--- src/rtl/queue_ctrl_4x4b.sv ---
// -----------------------------------------------------------------------------
// queue_ctrl_4x4b
//
// Control unit for a 4-entry x 4-bit FIFO built around an external flat
// 1R/1W register file. This block owns the write pointer, read pointer and
// occupancy count. Data never passes through here: the producer's data is
// wired straight to the regfile wdata, and the regfile's combinational read
// data is wired straight to the consumer.
//
// Ports:
//   clk       in   1  clock, all state updates on posedge
//   rst       in   1  synchronous, active-high reset
//   enq_val   in   1  producer has an item (data presented on regfile wdata)
//   enq_rdy   out  1  queue can accept an item this cycle
//   deq_val   out  1  queue head valid (data presented on regfile rdata)
//   deq_rdy   in   1  consumer accepts the head this cycle
//   rf_wen    out  1  regfile write enable (= enqueue transfer)
//   rf_waddr  out  2  regfile write address (= write pointer)
//   rf_raddr  out  2  regfile read address (= read pointer)
//   count     out  3  occupied entries, 0..4
//
// Handshake: a transfer happens on a posedge where val and rdy are both high.
// rdy never depends on the same side's val, and neither side's flag depends
// on the other side's handshake input, so there is no combinational path
// from any val/rdy input to any val/rdy output. There is no bypass: an item
// written at cycle t first appears on the dequeue side at cycle t+1, and a
// full queue refuses enqueue even when a dequeue happens in the same cycle.
// -----------------------------------------------------------------------------
module queue_ctrl_4x4b (
    input  logic       clk,
    input  logic       rst,
    input  logic       enq_val,
    output logic       enq_rdy,
    output logic       deq_val,
    input  logic       deq_rdy,
    output logic       rf_wen,
    output logic [1:0] rf_waddr,
    output logic [1:0] rf_raddr,
    output logic [2:0] count
);

    logic [1:0] r_wptr;
    logic [1:0] r_rptr;
    logic [2:0] r_cnt;

    logic       w_empty;
    logic       w_full;
    logic       w_enq_fire;
    logic       w_deq_fire;

    assign w_empty = (r_cnt == 3'd0);
    assign w_full  = (r_cnt == 3'd4);

    // Flags are gated by rst so nothing can fire while reset is held, even
    // before the first reset edge has cleared the registers.
    assign enq_rdy = !rst && !w_full;
    assign deq_val = !rst && !w_empty;

    assign w_enq_fire = enq_val && enq_rdy;
    assign w_deq_fire = deq_val && deq_rdy;

    assign rf_wen   = w_enq_fire;
    assign rf_waddr = r_wptr;
    assign rf_raddr = r_rptr;
    assign count    = r_cnt;

    // Two-bit pointers wrap 3->0 naturally. Because full and empty both have
    // wptr==rptr, the separate count register disambiguates them.
    always_ff @(posedge clk) begin
        if (rst) begin
            r_wptr <= 2'd0;
            r_rptr <= 2'd0;
            r_cnt  <= 3'd0;
        end else begin
            if (w_enq_fire) begin
                r_wptr <= r_wptr + 2'd1;
            end
            if (w_deq_fire) begin
                r_rptr <= r_rptr + 2'd1;
            end
            if (w_enq_fire && !w_deq_fire) begin
                r_cnt <= r_cnt + 3'd1;
            end else if (w_deq_fire && !w_enq_fire) begin
                r_cnt <= r_cnt - 3'd1;
            end
        end
    end

endmodule

--- config.mk ---
export PLATFORM = sky130hd
export DESIGN_NAME = queue_ctrl_4x4b
export DESIGN_NICKNAME = d
export VERILOG_FILES = /design/src/rtl/queue_ctrl_4x4b.sv
export SDC_FILE = /design/constraint.sdc
export NUM_CORES = 1
export LEC_CHECK = 0
export ABC_AREA = 1
export BUFFER_PORTS_ARGS = -buffer_cell sky130_fd_sc_hd__buf_2
export CAP_MARGIN = 5
export CORE_AREA = 2 2 39 41
export CTS_CLUSTER_DIAMETER = 50
export CTS_CLUSTER_SIZE = 12
export DETAILED_ROUTE_END_ITERATION = 8
export DIE_AREA = 0 0 41 43
export MAX_ROUTING_LAYER = met4
export PLACE_DENSITY = 0.63
export RECOVER_POWER = 50
export SYNTH_ARGS = -nofsm -noshare
export SYNTH_HDL_FRONTEND = slang
export SYNTH_SLANG_ARGS = --single-unit
--- constraint.sdc ---
create_clock -name clk -period 2.2 [get_ports clk]
set_input_delay 0.22 -clock clk [delete_from_list [all_inputs] [get_ports clk]]
set_output_delay 0.22 -clock clk [all_outputs]
set_load 0.05 [all_outputs]
Word-level counts from Yosys, hierarchy flattened

Index checks and enable logic that the tools add are counted.

Flip-flop bits (word level): 7
Latch bits: 0
Memory bits (writable): 0
ROM bits: 0
Input port bits: 4
Memories kept: 0

Add/sub/neg operators: 4
$mul: 0
Div/mod/pow operators: 0
Magnitude comparators: 0
Equal/unequal tests: 1
Shift-type cells: 0
Muxes and demuxes: 2
Bitwise logic cells: 0
Reduce and logical (&&, ||, !) cells: 13

Operators by type and width:

| cell                                             | number |
|---|---|
| logical AND 1 bit                                | 6 |
| 2-to-1 mux 3 bit                                 | 2 |
| zero test 1 bit                                  | 5 |
| adder 2 x 1 -> 2 bit, second input constant      | 2 |
| adder 3 x 1 -> 3 bit, second input constant      | 1 |
| == test 3 bit, second input constant             | 1 |
| zero test 3 bit                                  | 1 |
| subtractor 3 x 1 -> 3 bit, second input constant | 1 |
| nonzero test 2 bit                               | 1 |

Longest topological paths before layout

Word-level depth: 8
Gate-level depth with buffers: 13
Gate-level depth less buffers: 13

Worst setup path before layout

OpenSTA, ideal clock, no wires.

Kind: reg-to-reg
Start point: register r_cnt[1] (netlist: count[1])
End point: register r_cnt[2] (netlist: count[2])
Setup time: 110 ps
Arrival: 2295 ps
Required time: 2090 ps
Path slack: -205 ps
Stages on the path, launching flop included: 14
Path buffers: 0
Period minus slack after synthesis: 2405 ps
Path through: dfxtp_1 > nor2_4 > nand2_2 > nand3_1 > inv_1 > ha_1 > inv_1 > fa_1 > inv_1 > nand2_1 > nand3_1 > nand2_1 > inv_1 > nor2_1

Word-level cells in the longest chain between the ends: 7
Elaborated cells between the ends (all ways): 17
Classes of those cells: add/sub (2); eq/ne (1); mux (2); reduce/logical (12)

Ends and longest elaborated chain:

| what                                | RTL line | RTL |
|---|---|---|
| start, declared                     | 44       | `logic [2:0] r_cnt;` |
| start signal, assigned              | 82       | `r_cnt <= r_cnt + 3'd1;` |
| start signal, assigned              | 84       | `r_cnt <= r_cnt - 3'd1;` |
| == test 3 bit *                     | 52       | `assign w_full = (r_cnt == 3'd4);` |
| zero test 1 bit *                   | 56       | `assign enq_rdy = !rst && !w_full;` |
| logical AND 1 bit *                 | 56       |  |
| logical AND 1 bit *                 | 59       | `assign w_enq_fire = enq_val && enq_rdy;` |
| net rf_wen                          | 36       | `output logic rf_wen,` |
| zero test 1 bit                     | 83       | `end else if (w_deq_fire && !w_enq_fire) begin` |
| logical AND 1 bit                   | 83       |  |
| nonzero test 2 bit (no source line) | --       |  |

Mark *: on every way through the listed nets, which the timed path passes. The rest lies on a longest branch. The select of a mux whose other input is x is not followed.
A chain may end at the register's enable or synchronous reset.

Worst setup path in the final report

Start point: register r_cnt[1] (netlist: count[1])
End point: register r_cnt[2] (netlist: count[2])

Word-level cells in the longest chain between the ends: 7
Elaborated cells between the ends (all ways): 17
Classes of those cells: add/sub (2); eq/ne (1); mux (2); reduce/logical (12)

Ends and longest elaborated chain:

| what |
|---|
| branches (longest 7 deep; another with subtractor 3 x 1 -> 3 bit) |

Parallel ways; which one is timed is not known. The select of a mux whose other input is x is not followed.

==> out/results.tsv <==
stage	metric	value	unit
floorplanning	fp.dieW	41	µm
drt	wl	737	µm
critical_path	worstReg2RegEnd	count[2]	
final_layout	mostFrequentLayoutCell	nand2_1	
timing	slew_violations	0	
floorplanning	rows	14	
timing	tns	0	ps
critical_path	reg2reg_from	count[1]	
critical_path	crit_family	adder cells	
worst_hold_path	hp-start	rst	
global_route	antenna_found_initial	0	
floorplanning	initial_core_util	0.298	
pwr	p_leak	0.277	nW
placement	io_buffers	13	
run	max_cap_viol_count	0	
final_layout	area_growth	25.8	%
timing	rsz0062_at_grt	false	
drt	first_pass_iters	2	
worst_hold_path	whs_path_depth	2	
placement	place_congestion	0.683	
critical_path	worstRegToRegCells	13	
timing	fin_crit	1840	ps
critical_path	worstSetupPathType	reg2reg	
floorplanning	die_height	43	µm
critical_path	path_common_cell	inv_1	
final_layout	diodes	0	
final_layout	register_area	143	µm²
final_layout	multi_input_area	213	µm²
logic_synthesis	syn_nets	64	
clock_tree	clk_latency	240	ps
final_layout	final_net_count	82	
logic_synthesis	ys_warn_count	0	
clock_tree	clk_root_buffer_cell	clkbuf_4	
clock_tree	clkTransAtPathRegs	50	ps
worst_hold_path	worstHoldPathType	in2reg	
timing	hold_viol	0	
global_route	grt_pass1_wl	1280	µm
drt	drc	0	
placement	dp.cells	87	
drt	dr_total_vias	385	
clock_tree	cts_sinks	7	
clock_tree	h-tree-depth	1	
clock_tree	clockBufferDepth	2	
critical_path	slowest_delay	440	ps
drt	routed_via_density	4.23	
clock_tree	cts_tree	done	
logic_synthesis	ys_ff_latch	7	
critical_path	crit_chain	nor2_4, nand2_2, nand3_1, inv_1, ha_1, inv_1, fa_1, inv_1, nand2_1, nand3_1, nand2_1, inv_1, nor2_1	
final_layout	final_cell_mix	nand2_1 (14), inv_1 (12), buf_2 (9)	
pwr	power_density	1130	nW/µm²
run_status	outcome	completed	
final_layout	fill_cells	159	
clock_tree	post_cts_resized	0	
placement	dp_hpwl	621	µm
logic_synthesis	postSynthCellCount	58	
critical_path	worstPathRequired	2340	ps
critical_path	cp.arrival	1980	ps
timing	fmax	0.543	GHz
logic_synthesis	syn_area_per_cell	7.12	µm²
floorplanning	floorplan.die_area	1760	µm²
drt	postRouteAntennaNets	0	
global_route	grt_pass1_vias	333	
final_layout	layout-drive-gt1-share	0.333	
timing	relSlewSlack	0.606	
clock_tree	cts_setup_buffers	0	
floorplanning	ios	14	
critical_path	rrSetupSlack	360	ps
global_route	grt-ovfl-total	0	
logic_synthesis	synth_area	413	µm²
critical_path	cp-end-kind	register	
worst_hold_path	min_to	count[0]	
drt	drtIter0Drc	1	
timing	fin_crit_sh	0.837	
pwr	vdd_drop_max	433	µV
final_layout	final_cells	91	
critical_path	startpoint_type	register	
global_route	track_usage	0.110	
timing	final.setup_skew	2.50	ps
clock_tree	cts_made_buffers	3	
logic_synthesis	yosysSeqAreaShare	0.339	
critical_path	slowest_stage	dfxtp_1	
critical_path	crit_fanout	4	
floorplanning	coreArea	1380	µm²
drt	wl_per_cell	8.10	µm
timing	setup-violations-final	0	
logic_synthesis	synth_cell_types	18	
timing	worst_pin_slew	594	ps
clock_tree	hold_buffers	0	
critical_path	critical_path_buf_inv_count	4	
global_route	grt_max_degree	10	
==> per-layer routing <==
layer	wire (µm)	vias up	GRT usage	share of wire
met5	0	-	-	0
met2	323	12	0.166	0.44
met3	66	4	0.0314	0.090
met4	15	0	0.0600	0.020
met1	331	163	0.126	0.45
li1	-	206	-	-
==> worst max-delay path by stage <==
stage / slack, ps / cells after the start / endpoint / start
floorplan: 20 / 13 / count[2] / count[1]
detailed placement: 390 / 9 / count[1] / count[1]
global route: 130 / 12 / count[2] / count[1]
CTS: 380 / 9 / count[1] / count[1]
global placement: 450 / 9 / count[1] / count[1]
finish: 360 / 13 / count[2] / count[1]
==> power by group <==
group | internal, mW | switching (mW)
combinational | 0.0785 | 0.212
clock | 0.0691 | 0.0457
sequential | 0.153 | 0.0291
==> state kept, by name, summed over array words and instances, names as in the netlist <==
register and flops:
count 3, rf_waddr 2, rf_raddr 2
==> cell families (layout without fill, tap and decap cells) <==
logic type                 Yosys count  after routing  share of synthesized area
buffers and inverters               14             31                      0.139
and+or+nand+nor                     30             30                      0.355
adders and majority gates            2              2                     0.0788
xor gates and xnor gates             1              1                     0.0212
AOI/OAI and AO/OA                    4              4                     0.0667
DFF                                  7              7                      0.339
==> cell usage after synthesis <==
library cell | number | area share
inv_6 | 1 | 0.021
xor2_1 | 1 | 0.021
nand4_1 | 1 | 0.015
nor2_1 | 6 | 0.055
fa_1 | 1 | 0.048
a21oi_2 | 2 | 0.042
o21ai_0 | 1 | 0.012
ha_1 | 1 | 0.030
nand2_1 | 13 | 0.12
inv_2 | 1 | 0.0091
nor2_4 | 1 | 0.027
a21oi_1 | 1 | 0.012
inv_1 | 12 | 0.11
nor2_2 | 2 | 0.030
nand3_1 | 2 | 0.024
nand3_2 | 1 | 0.024
dfxtp_1 | 7 | 0.34
nand2_2 | 4 | 0.061
==> cell type report <==
type / instances / share of cell area
repair buffers: 13 / 0.116
flip-flops and latches: 7 / 0.275
multi-input cells: 37 / 0.410
well taps: 16 / 0.0386
clock buffers: 4 / 0.0506
inverters: 14 / 0.111
==> metrics by stage <==
stage	setup slack, ps	util	hold slack, ps	power, mW	area [µm²]
2_1_floorplan	15.8	-	285	0.424	417
3_3_place_gp	446	0.363	461	0.479	502
3_5_place_dp	387	0.363	465	0.485	502
4_1_cts	378	0.382	203	0.605	528
5_1_grt	127	0.375	220	0.636	519
6_report	360	0.375	207	0.587	519
No activity file was read; power rests on OpenSTA's default activity.
